### src/rtl/sirv_uart_tl_bridge.sv
// UART byte-stream to TileLink-UL initiator bridge: parses R/W frames, issues one Get/PutFullData, streams status and read data back.
// Optional inter-byte timeout enabled by defining SIRV_UART_TL_BRIDGE_TIMEOUT_EN.
module sirv_uart_tl_bridge #(
   parameter int         ADDR_W         = 29,
   parameter logic [4:0] SOURCE_ID      = 5'd0,
   parameter int         TIMEOUT_CYCLES = 1000000
) (
   input  logic              clock,
   input  logic              reset_n,
   input  logic              in_valid,
   output logic              in_ready,
   input  logic [7:0]        in_bits,
   output logic              out_valid,
   input  logic              out_ready,
   output logic [7:0]        out_bits,
   output logic              tl_a_valid,
   input  logic              tl_a_ready,
   output logic [2:0]        tl_a_bits_opcode,
   output logic [2:0]        tl_a_bits_param,
   output logic [2:0]        tl_a_bits_size,
   output logic [4:0]        tl_a_bits_source,
   output logic [ADDR_W-1:0] tl_a_bits_address,
   output logic [3:0]        tl_a_bits_mask,
   output logic [31:0]       tl_a_bits_data,
   input  logic              tl_d_valid,
   output logic              tl_d_ready,
   input  logic [2:0]        tl_d_bits_opcode,
   input  logic [31:0]       tl_d_bits_data,
   input  logic              tl_d_bits_error
);

   typedef enum logic [2:0] {
      ST_IDLE      = 3'd0,
      ST_ADDR      = 3'd1,
      ST_DATA      = 3'd2,
      ST_REQ       = 3'd3,
      ST_RESP_STAT = 3'd4,
      ST_RESP_DATA = 3'd5
   } state_e;

   localparam logic [7:0] CMD_READ    = 8'h52;
   localparam logic [7:0] CMD_WRITE   = 8'h57;
   localparam logic [7:0] STAT_OK     = 8'h00;
   localparam logic [7:0] STAT_ERR    = 8'h01;
   localparam logic [7:0] STAT_BADCMD = 8'hFF;

   state_e      state_q, state_d;
   logic        op_wr_q, op_wr_d;
   logic [1:0]  cnt_q, cnt_d;
   logic [31:0] addr_q, addr_d;
   logic [31:0] wdata_q, wdata_d;
   logic [31:0] rdata_q, rdata_d;
   logic [7:0]  status_q, status_d;
   logic        a_done_q, a_done_d;
   logic        in_ready_q, in_ready_d;
   logic        out_valid_q, out_valid_d;
   logic [7:0]  out_bits_q, out_bits_d;
   logic        a_valid_q, a_valid_d;
   logic        d_ready_q, d_ready_d;

   logic in_hs_s, out_hs_s, a_hs_s, d_hs_s;
   logic tmo_hit_s;

   assign in_hs_s  = in_valid & in_ready_q;
   assign out_hs_s = out_valid_q & out_ready;
   assign a_hs_s   = a_valid_q & tl_a_ready;
   // D beats only count once the A handshake has happened (this cycle or earlier).
   assign d_hs_s   = tl_d_valid & d_ready_q & (a_done_q | a_hs_s);

`ifdef SIRV_UART_TL_BRIDGE_TIMEOUT_EN
   localparam int TMO_W = ($clog2(TIMEOUT_CYCLES) > 0) ? $clog2(TIMEOUT_CYCLES) : 1;
   logic [TMO_W-1:0] tmo_q, tmo_d;

   assign tmo_hit_s = (tmo_q == TMO_W'(TIMEOUT_CYCLES - 1));

   // Inter-byte idle counter, only live while a frame is being parsed.
   always_comb begin
      tmo_d = '0;
      if ((state_q == ST_ADDR) || (state_q == ST_DATA)) begin
         if (in_hs_s || tmo_hit_s) begin
            tmo_d = '0;
         end else begin
            tmo_d = tmo_q + TMO_W'(1);
         end
      end else begin
         tmo_d = '0;
      end
   end

   // Timeout counter register.
   always_ff @(posedge clock or negedge reset_n) begin
      if (!reset_n) begin
         tmo_q <= '0;
      end else begin
         tmo_q <= tmo_d;
      end
   end
`else
   logic [31:0] unused_tmo_s;
   assign tmo_hit_s    = 1'b0;
   assign unused_tmo_s = 32'(TIMEOUT_CYCLES);
`endif

   // State and datapath registers.
   always_ff @(posedge clock or negedge reset_n) begin
      if (!reset_n) begin
         state_q     <= ST_IDLE;
         op_wr_q     <= 1'b0;
         cnt_q       <= 2'd0;
         addr_q      <= 32'd0;
         wdata_q     <= 32'd0;
         rdata_q     <= 32'd0;
         status_q    <= 8'd0;
         a_done_q    <= 1'b0;
         in_ready_q  <= 1'b0;
         out_valid_q <= 1'b0;
         out_bits_q  <= 8'd0;
         a_valid_q   <= 1'b0;
         d_ready_q   <= 1'b0;
      end else begin
         state_q     <= state_d;
         op_wr_q     <= op_wr_d;
         cnt_q       <= cnt_d;
         addr_q      <= addr_d;
         wdata_q     <= wdata_d;
         rdata_q     <= rdata_d;
         status_q    <= status_d;
         a_done_q    <= a_done_d;
         in_ready_q  <= in_ready_d;
         out_valid_q <= out_valid_d;
         out_bits_q  <= out_bits_d;
         a_valid_q   <= a_valid_d;
         d_ready_q   <= d_ready_d;
      end
   end

   // Next-state and frame assembly.
   always_comb begin
      state_d  = state_q;
      op_wr_d  = op_wr_q;
      cnt_d    = cnt_q;
      addr_d   = addr_q;
      wdata_d  = wdata_q;
      rdata_d  = rdata_q;
      status_d = status_q;
      a_done_d = a_done_q;
      case (state_q)
         ST_IDLE: begin
            a_done_d = 1'b0;
            if (in_hs_s) begin
               if ((in_bits == CMD_READ) || (in_bits == CMD_WRITE)) begin
                  op_wr_d = (in_bits == CMD_WRITE);
                  cnt_d   = 2'd0;
                  state_d = ST_ADDR;
               end else begin
                  status_d = STAT_BADCMD;
                  state_d  = ST_RESP_STAT;
               end
            end else begin
               state_d = ST_IDLE;
            end
         end
         ST_ADDR: begin
            if (in_hs_s) begin
               addr_d[{cnt_q, 3'b000} +: 8] = in_bits;
               cnt_d = cnt_q + 2'd1;
               if (cnt_q == 2'd3) begin
                  state_d = op_wr_q ? ST_DATA : ST_REQ;
               end else begin
                  state_d = ST_ADDR;
               end
            end else if (tmo_hit_s) begin
               state_d = ST_IDLE;
            end else begin
               state_d = ST_ADDR;
            end
         end
         ST_DATA: begin
            if (in_hs_s) begin
               wdata_d[{cnt_q, 3'b000} +: 8] = in_bits;
               cnt_d = cnt_q + 2'd1;
               if (cnt_q == 2'd3) begin
                  state_d = ST_REQ;
               end else begin
                  state_d = ST_DATA;
               end
            end else if (tmo_hit_s) begin
               state_d = ST_IDLE;
            end else begin
               state_d = ST_DATA;
            end
         end
         ST_REQ: begin
            if (a_hs_s) begin
               a_done_d = 1'b1;
            end else begin
               a_done_d = a_done_q;
            end
            if (d_hs_s) begin
               rdata_d  = tl_d_bits_data;
               status_d = tl_d_bits_error ? STAT_ERR : STAT_OK;
               state_d  = ST_RESP_STAT;
            end else begin
               state_d = ST_REQ;
            end
         end
         ST_RESP_STAT: begin
            if (out_hs_s) begin
               cnt_d   = 2'd0;
               state_d = (!op_wr_q && (status_q != STAT_BADCMD)) ? ST_RESP_DATA : ST_IDLE;
            end else begin
               state_d = ST_RESP_STAT;
            end
         end
         ST_RESP_DATA: begin
            if (out_hs_s) begin
               cnt_d   = cnt_q + 2'd1;
               state_d = (cnt_q == 2'd3) ? ST_IDLE : ST_RESP_DATA;
            end else begin
               state_d = ST_RESP_DATA;
            end
         end
         default: begin
            state_d = ST_IDLE;
         end
      endcase
   end

   // Registered outputs are computed from the upcoming state so they line up with it.
   always_comb begin
      in_ready_d  = (state_d == ST_IDLE) || (state_d == ST_ADDR) || (state_d == ST_DATA);
      out_valid_d = (state_d == ST_RESP_STAT) || (state_d == ST_RESP_DATA);
      d_ready_d   = (state_d == ST_REQ);
      a_valid_d   = (state_d == ST_REQ) && !a_done_d;
      case (state_d)
         ST_RESP_STAT: out_bits_d = status_d;
         ST_RESP_DATA: out_bits_d = rdata_d[{cnt_d, 3'b000} +: 8];
         default:      out_bits_d = out_bits_q;
      endcase
   end

   logic unused_s;
   assign unused_s = ^{tl_d_bits_opcode, addr_q};

   assign in_ready          = in_ready_q;
   assign out_valid         = out_valid_q;
   assign out_bits          = out_bits_q;
   assign tl_a_valid        = a_valid_q;
   assign tl_d_ready        = d_ready_q;
   assign tl_a_bits_opcode  = op_wr_q ? 3'd0 : 3'd4;
   assign tl_a_bits_param   = 3'd0;
   assign tl_a_bits_size    = 3'd2;
   assign tl_a_bits_source  = SOURCE_ID;
   assign tl_a_bits_address = {addr_q[ADDR_W-1:2], 2'b00};
   assign tl_a_bits_mask    = 4'hF;
   assign tl_a_bits_data    = op_wr_q ? wdata_q : 32'd0;

endmodule

### config.mk
export PLATFORM = sky130hd
export DESIGN_NAME = sirv_uart_tl_bridge
export DESIGN_NICKNAME = d
export VERILOG_FILES = /design/src/rtl/sirv_uart_tl_bridge.sv
export SDC_FILE = /design/constraint.sdc
export NUM_CORES = 1
export LEC_CHECK = 0
export CORE_UTILIZATION = 49
export CTS_CLUSTER_SIZE = 8
export DETAILED_ROUTE_END_ITERATION = 10
export GPL_TIMING_DRIVEN = 0
export PLACE_DENSITY_LB_ADDON = 0.2
export SLEW_MARGIN = 0
export SYNTH_ARGS = -nofsm -noshare
export SYNTH_HDL_FRONTEND = slang
export SYNTH_SLANG_ARGS = --single-unit
### constraint.sdc
create_clock -name clock -period 2.9 [get_ports clock]
set_input_delay 0.58 -clock clock [delete_from_list [all_inputs] [get_ports clock]]
set_output_delay 0.58 -clock clock [all_outputs]
set_load 0.05 [all_outputs]
==> metrics, run 1 <==
number of diodes 0; number of hold buffers added after CTS 0; all-layer global routing usage 0.256; status complete, no violations; area of the multi-input gates 2340 sq um; crit path launch type flop; RR Startpoint cnt_q[0]$_DFF_PN0_; Final Hold Fails 0; CTS tree done; root buffer cell clkbuf_16; Peak supply drop 854 uV; Cell Area, Synth ~5600 sq um; # fillers 852; Final HPWL DP 10.1 mm; layout net count 806; Max-Slew Margin vs Limit 0.362; Setup Skew 0.00844 ns; Post-route DRC 0; Yosys reg bits 118; Post-DRT Antenna Nets 0; power per cell area roughly 700 nW/um^2; H-tree levels 4; Max Cap Violations 0; Worst Path Required roughly 2.3 ns; CTS Buf Count 17; post-layout util 0.704; DIE HEIGHT 108 um; io pins 141; chip width between 100 and 150 um; cell area after layout 7700 sq um; Cell variety after synth 47; Post-DP Area approximately 7000 sq um; dpl cells 869; Vias approximately 4800; port buffer count approximately 120; DP Worst Slack -0.457 ns; Pre-Repair DR Iteration Count 5; Async S/R FF share, synth 1.00; Vias/cell 5.28; grt ovf 0; Placer Congestion 0.858; synth warn 0; Max Slew Vio Count 0; Crit Path Category flop to primary output; Post-Synthesis Cells ~600; initial core utilization 0.508; period utilization 0.970; final hold slack 0.237 ns; worst path arrival time between 2 and 2.5 ns; Synth Area per Inst 9.35 sq um; crit path launch op_wr_q$_DFFE_PN0P_; HP Class input port to asynchronous set/reset pin; number of global-route vias before repair 4631; CORE AREA 10900 sq um; drt wl/cell 15.8 um; RSZ-0062 raised after global routing false; drt initial violations 220; crit-path max FO 10; largest net degree at the start of global routing 61; FF/Latch Area 2950 sq um; Skew-Pair Late Insertion Delay around 0.4 ns; CP Capture Type primary output; Clock transition at path regs 0.06 ns; share of cells above drive strength 1 0.123; Post-Route Setup TNS 0 ns; Total Power approximately 5.4 mW; endpoints failing setup 0; initial antenna violation count 0; P&R area growth vs syn 38.6%; Detailed Route WL 14.3 mm; sequential area share after synthesis 0.532; commonest register cell after synthesis dfrtp_1; minimum clock period 2.81 ns; P_leak 4.00 nW; Worst-Margin Slew 0.955 ns; die area 11800 sq um; Peak Freq around 360 MHz; final worst setup slack approximately 0.086 ns; Cell Rows 38; number of synthesized flops with an enable pin 0; Sink Count roughly 120; buffer levels on the longest clock path 2; first-pass GRT wire length 22.9 mm; final cell count without fillers between 900 and 1000
-- path summary, 6_finish.rpt --
path,to,slack [ns],depth (start not counted)
setup / recovery,tl_a_bits_data[25],0.09,3
hold / removal,addr_q[28]$_DFFE_PN0P_,0.24,1
setup reg to reg,out_bits[3]$_DFFE_PN0P_,0.13,10
hold reg to reg,rdata_q[3]$_DFF_PN0_,0.47,2
max in group asynchronous,wdata_q[7]$_DFFE_PN0P_,1.93,2
min in group clock,rdata_q[3]$_DFF_PN0_,0.47,2
-- cells by family (layout without fill, tap and decap cells) --
| group | count (synthesis) | in the layout | synth area share |
|---|---|---|---|
| AOI/OAI and AO/OA | 113 | 113 | 0.125 |
| xor gates and xnor gates | 2 | 2 | 0.00315 |
| adders and majority gates | 7 | 7 | 0.0158 |
| buffers and inverters | 57 | 208 | 0.0599 |
| DFF | 118 | 118 | 0.532 |
| muxes | 18 | 18 | 0.0363 |
| other | 2 | 19 | 0.00135 |
| and+or+nand+nor | 277 | 277 | 0.227 |
-- registers in the layout, summed over array words and instances (netlist names), 2 cells and up --
| signal | count |
|---|---|
| addr_q | 27 |
| cnt_q | 2 |
| out_bits | 8 |
| rdata_q | 32 |
| state_q | 3 |
| status_q | 8 |
| wdata_q | 32 |
-- cells in the final DEF (no fill, tap or decap), types with 2 or more instances in the layout --
cell type        Yosys  final
o2bb2ai_1            8      8
ha_1                 7      7
o21ai_0             67     67
xnor2_1              2      2
clkinv_4             0      6
conb_1               2     19
buf_6                4      4
clkbuf_1            15     15
nor2b_1              6      6
nand2_2              2      2
inv_1                8      8
buf_2                7      7
a31oi_1              7      7
nor2_1               7      7
o21bai_1             2      2
a211oi_1             2      2
dlymetal6s2s_1       0     28
nor3b_1              4      4
clkbuf_16            0     17
dfrtp_1            118    118
a221o_1              8      8
mux2_2              17     17
a21oi_1              7      7
nor3_1               4      4
nand4_1              4      4
and2_1              34     34
bufinv_16            0      3
clkinvlp_4           0      3
and3_1               2      2
nand3_1              4      4
clkdlybuf4s50_1      0     87
buf_4               21     24
a21o_1               7      7
nand2_1            199    199
-- worst max-delay path, cell delays in order, from the launching register on --
cell and delay [ns]:
dfrtp_1 0.59, clkbuf_1 0.28, and2_1 0.17, clkdlybuf4s50_1 0.79
-- cell type report --
type	count	area share
plain buffers	48	0.0388
clock buffers	19	0.0575
clock inverters	13	0.0226
inverters	8	0.00390
multi-input cells	436	0.305
flip-flops and latches	118	0.384
well taps	140	0.0228
repair buffers	120	0.166
-- metal layers --
layer	vias up	wire, um	global-route usage
met5	-	0	0
met4	0	122	0.0782
met3	10	878	0.0530
met2	162	7210	0.414
met1	2328	6040	0.348
li1	2265	-	-
-- repair_timing --
action                                  in CTS  in global routing
endpoints found under the setup margin      31                 36
setup buffers                                0                  2
gates resized for setup                      2                 28
pin swaps                                    0                  1
-- synthesized netlist by cell type (all sizes together), types with 2 or more instances --
master   count  area [sq um]
and2        34           213
a31oi        7          43.8
a211oi       2          15.0
nor4b        2          23.8
o2bb2ai      8          70.1
nor2         7          26.3
and3         2          12.5
mux2        17           191
nor3b        4          30.0
a21o         7          52.6
a21oi        7          35.0
nand2      201           759
o21bai       2          15.0
o21ai       67           335
clkbuf      16          61.3
ha           7          87.6
inv          8          30.0
nor2b        6          37.5
nand4        4          25.0
conb         2          7.51
xnor2        2          17.5
dfrtp      118          2950
buf         33           241
nor3         4          20.0
a221o        8          80.1
nand3        6          47.6
-- report_power, final --
part	internal, mW	switching [mW]
Sequential	1.74	0.0901
Combinational	0.550	0.887
Clock	1.38	0.763
Total	3.67	1.74
No activity file was read; power rests on OpenSTA's default activity.
==> inputs of run 2 (changes only) <==
--- a/config.mk
+++ b/config.mk
@@ -5,7 +5,9 @@
 export SDC_FILE = /design/constraint.sdc
 export NUM_CORES = 1
 export LEC_CHECK = 0
-export CORE_UTILIZATION = 49
+export CELL_PAD_IN_SITES_DETAIL_PLACEMENT = 0
+export CELL_PAD_IN_SITES_GLOBAL_PLACEMENT = 1
+export CORE_UTILIZATION = 37
 export CTS_CLUSTER_SIZE = 8
 export DETAILED_ROUTE_END_ITERATION = 10
 export GPL_TIMING_DRIVEN = 0
==> metrics, run 2 (same netlist as run 1, synthesis figures left out) <==
status complete, no violations; P_leak 3.76 nW; Vias 4668; most common cell after layout, fill and taps aside nand2_1; Post-route DRC 0; RSZ-0062 raised after global routing false; CTS Buf Count 17; number of global-route vias before repair 4729; crit path cell chain buf_2 -> inv_1 -> ha_1 -> and4_1 -> a21oi_1 -> o32ai_1 -> o21bai_1 -> nor2b_1 -> clkbuf_2 -> a221o_1; grt ovf 0; Final HPWL DP 10.7 mm; final worst setup slack 0.242 ns; port buffer count 117; first-pass GRT wire length 24.2 mm; Clock transition at path regs 0.06 ns; Post-DRT Antenna Nets 0; Max-Slew Margin vs Limit 0.318; Setup Skew slightly below 0.009 ns; DP Worst Slack -0.530 ns; Peak supply drop 820 uV; Worst-Margin Slew 1.02 ns; H-tree levels 4; leading registers by flop count rdata_q: 32 flops, wdata_q: 32 flops, addr_q: 27 flops; number of diodes 0; CP Buf/Inv Count 3; Max Slew Vio Count 0; Pre-Repair DR Iteration Count 5; endpoints failing setup 0; most frequent cells in the layout nand2_1 (199), dfrtp_1 (118), clkdlybuf4s50_1 (86), o21ai_0 (67), and2_1 (34); Sink Count 118; Placer Congestion 0.813; all-layer global routing usage 0.199; P&R area growth vs syn 38.9%; drt initial violations approximately 310; drt wl/cell 15.4 um; buffer levels on the longest clock path 2; Peak Freq 376 MHz; period utilization 0.916; io pins 141; Detailed Route WL 14.6 mm; CTS tree done; crit path launch type flop; CP delay by family, top compound AO/OA/AOI/OAI gates; worst path arrival time 2.95 ns; die area between 15000 and 20000 sq um; stages on the worst setup path 10; root buffer cell clkbuf_16; chip width 125 um; Vias/cell around 4.9; HP Class input port to asynchronous set/reset pin; minimum clock period 2.66 ns; Cell Rows between 40 and 50; post-layout util 0.529; initial antenna violation count 0; Crit Path Category flop to flop; DIE HEIGHT around 120 um; CP Capture Type flop; slowest stage delay, CP 0.45 ns; Max stage delay cell, worst path dfrtp_1; share of cells above drive strength 1 0.124; Max Cap Violations 0; initial core utilization 0.381; cell area after layout ~7700 sq um; CORE AREA 14600 sq um; layout net count roughly 800; Skew-Pair Late Insertion Delay about 0.42 ns; largest net degree at the start of global routing 94; Worst Path Required around 3.2 ns; Final Hold Fails 0; worst reg-to-reg path cell count 10; Post-DP Area 7050 sq um; power per cell area 718 nW/um^2; Post-Route Setup TNS 0 ns; crit-path max FO 8
-- run 2: cell types whose count changed in the layout (fill, tap and decap cells not counted), sizes merged --
cell,before,now
dlymetal6s2s,28,9
clkinv,6,2
clkinvlp,3,4
bufinv,3,5
buf,37,35
dlygate4sd2,1,21
clkbuf,34,36
clkdlybuf4s50,87,86
-- run 2: cell type report --
cell class,count,area [sq um]
Fill cell,1344,6870
Sequential cell,118,2950
Multi-Input combinational cell,436,2340
Timing Repair Buffer,119,1200
Clock buffer,20,457
Buffer,48,300
Tap cell,184,230
Clock inverter,12,199
Inverter,8,30.0
-- run 2: final timing paths --
check	startpoint	end	slack (ns)
setup / recovery	cnt_q[0]$_DFF_PN0_	out_bits[0]$_DFFE_PN0P_	0.24
hold / removal	reset_n	addr_q[28]$_DFFE_PN0P_	0.02
setup reg to reg	cnt_q[0]$_DFF_PN0_	out_bits[0]$_DFFE_PN0P_	0.24
hold reg to reg	rdata_q[2]$_DFF_PN0_	rdata_q[2]$_DFF_PN0_	0.47
max in group asynchronous	reset_n	in_ready$_DFF_PN0_	2.16
min in group clock	rdata_q[2]$_DFF_PN0_	rdata_q[2]$_DFF_PN0_	0.47
-- run 2: metal layers --
metal | track usage | vias up | part of all wire
li1 | - | 2268 | -
met1 | 0.267 | 2267 | 0.47
met2 | 0.316 | 120 | 0.47
met3 | 0.0490 | 13 | 0.042
met4 | 0.0595 | 0 | 0.011
met5 | 0 | - | 0
-- run 2: per-stage QoR --
step	power (mW)	instances	hold slack [ns]
6_report	5.54	945	0.0211
5_1_grt	5.77	945	0.0307
4_1_cts	5.56	944	0.0231
3_5_place_dp	3.23	913	0.457
3_3_place_gp	3.21	912	0.452
2_1_floorplan	2.77	611	0.284
-- run 2: timing repair --
action / in CTS / in global routing
resized for setup: 22 / 10
pin swaps: 1 / 1
endpoints found under the setup margin: 38 / 17
setup buffers: 0 / 1
hold buffers: 0 / 0
endpoints found under the hold margin: 0 / 0
-- run 2: report_power, final --
| group | switching [mW] | internal (mW) | total, mW |
|---|---|---|---|
| Combinational | 0.869 | 0.536 | 1.41 |
| Clock | 0.741 | 1.57 | 2.31 |
| Sequential | 0.0871 | 1.74 | 1.83 |
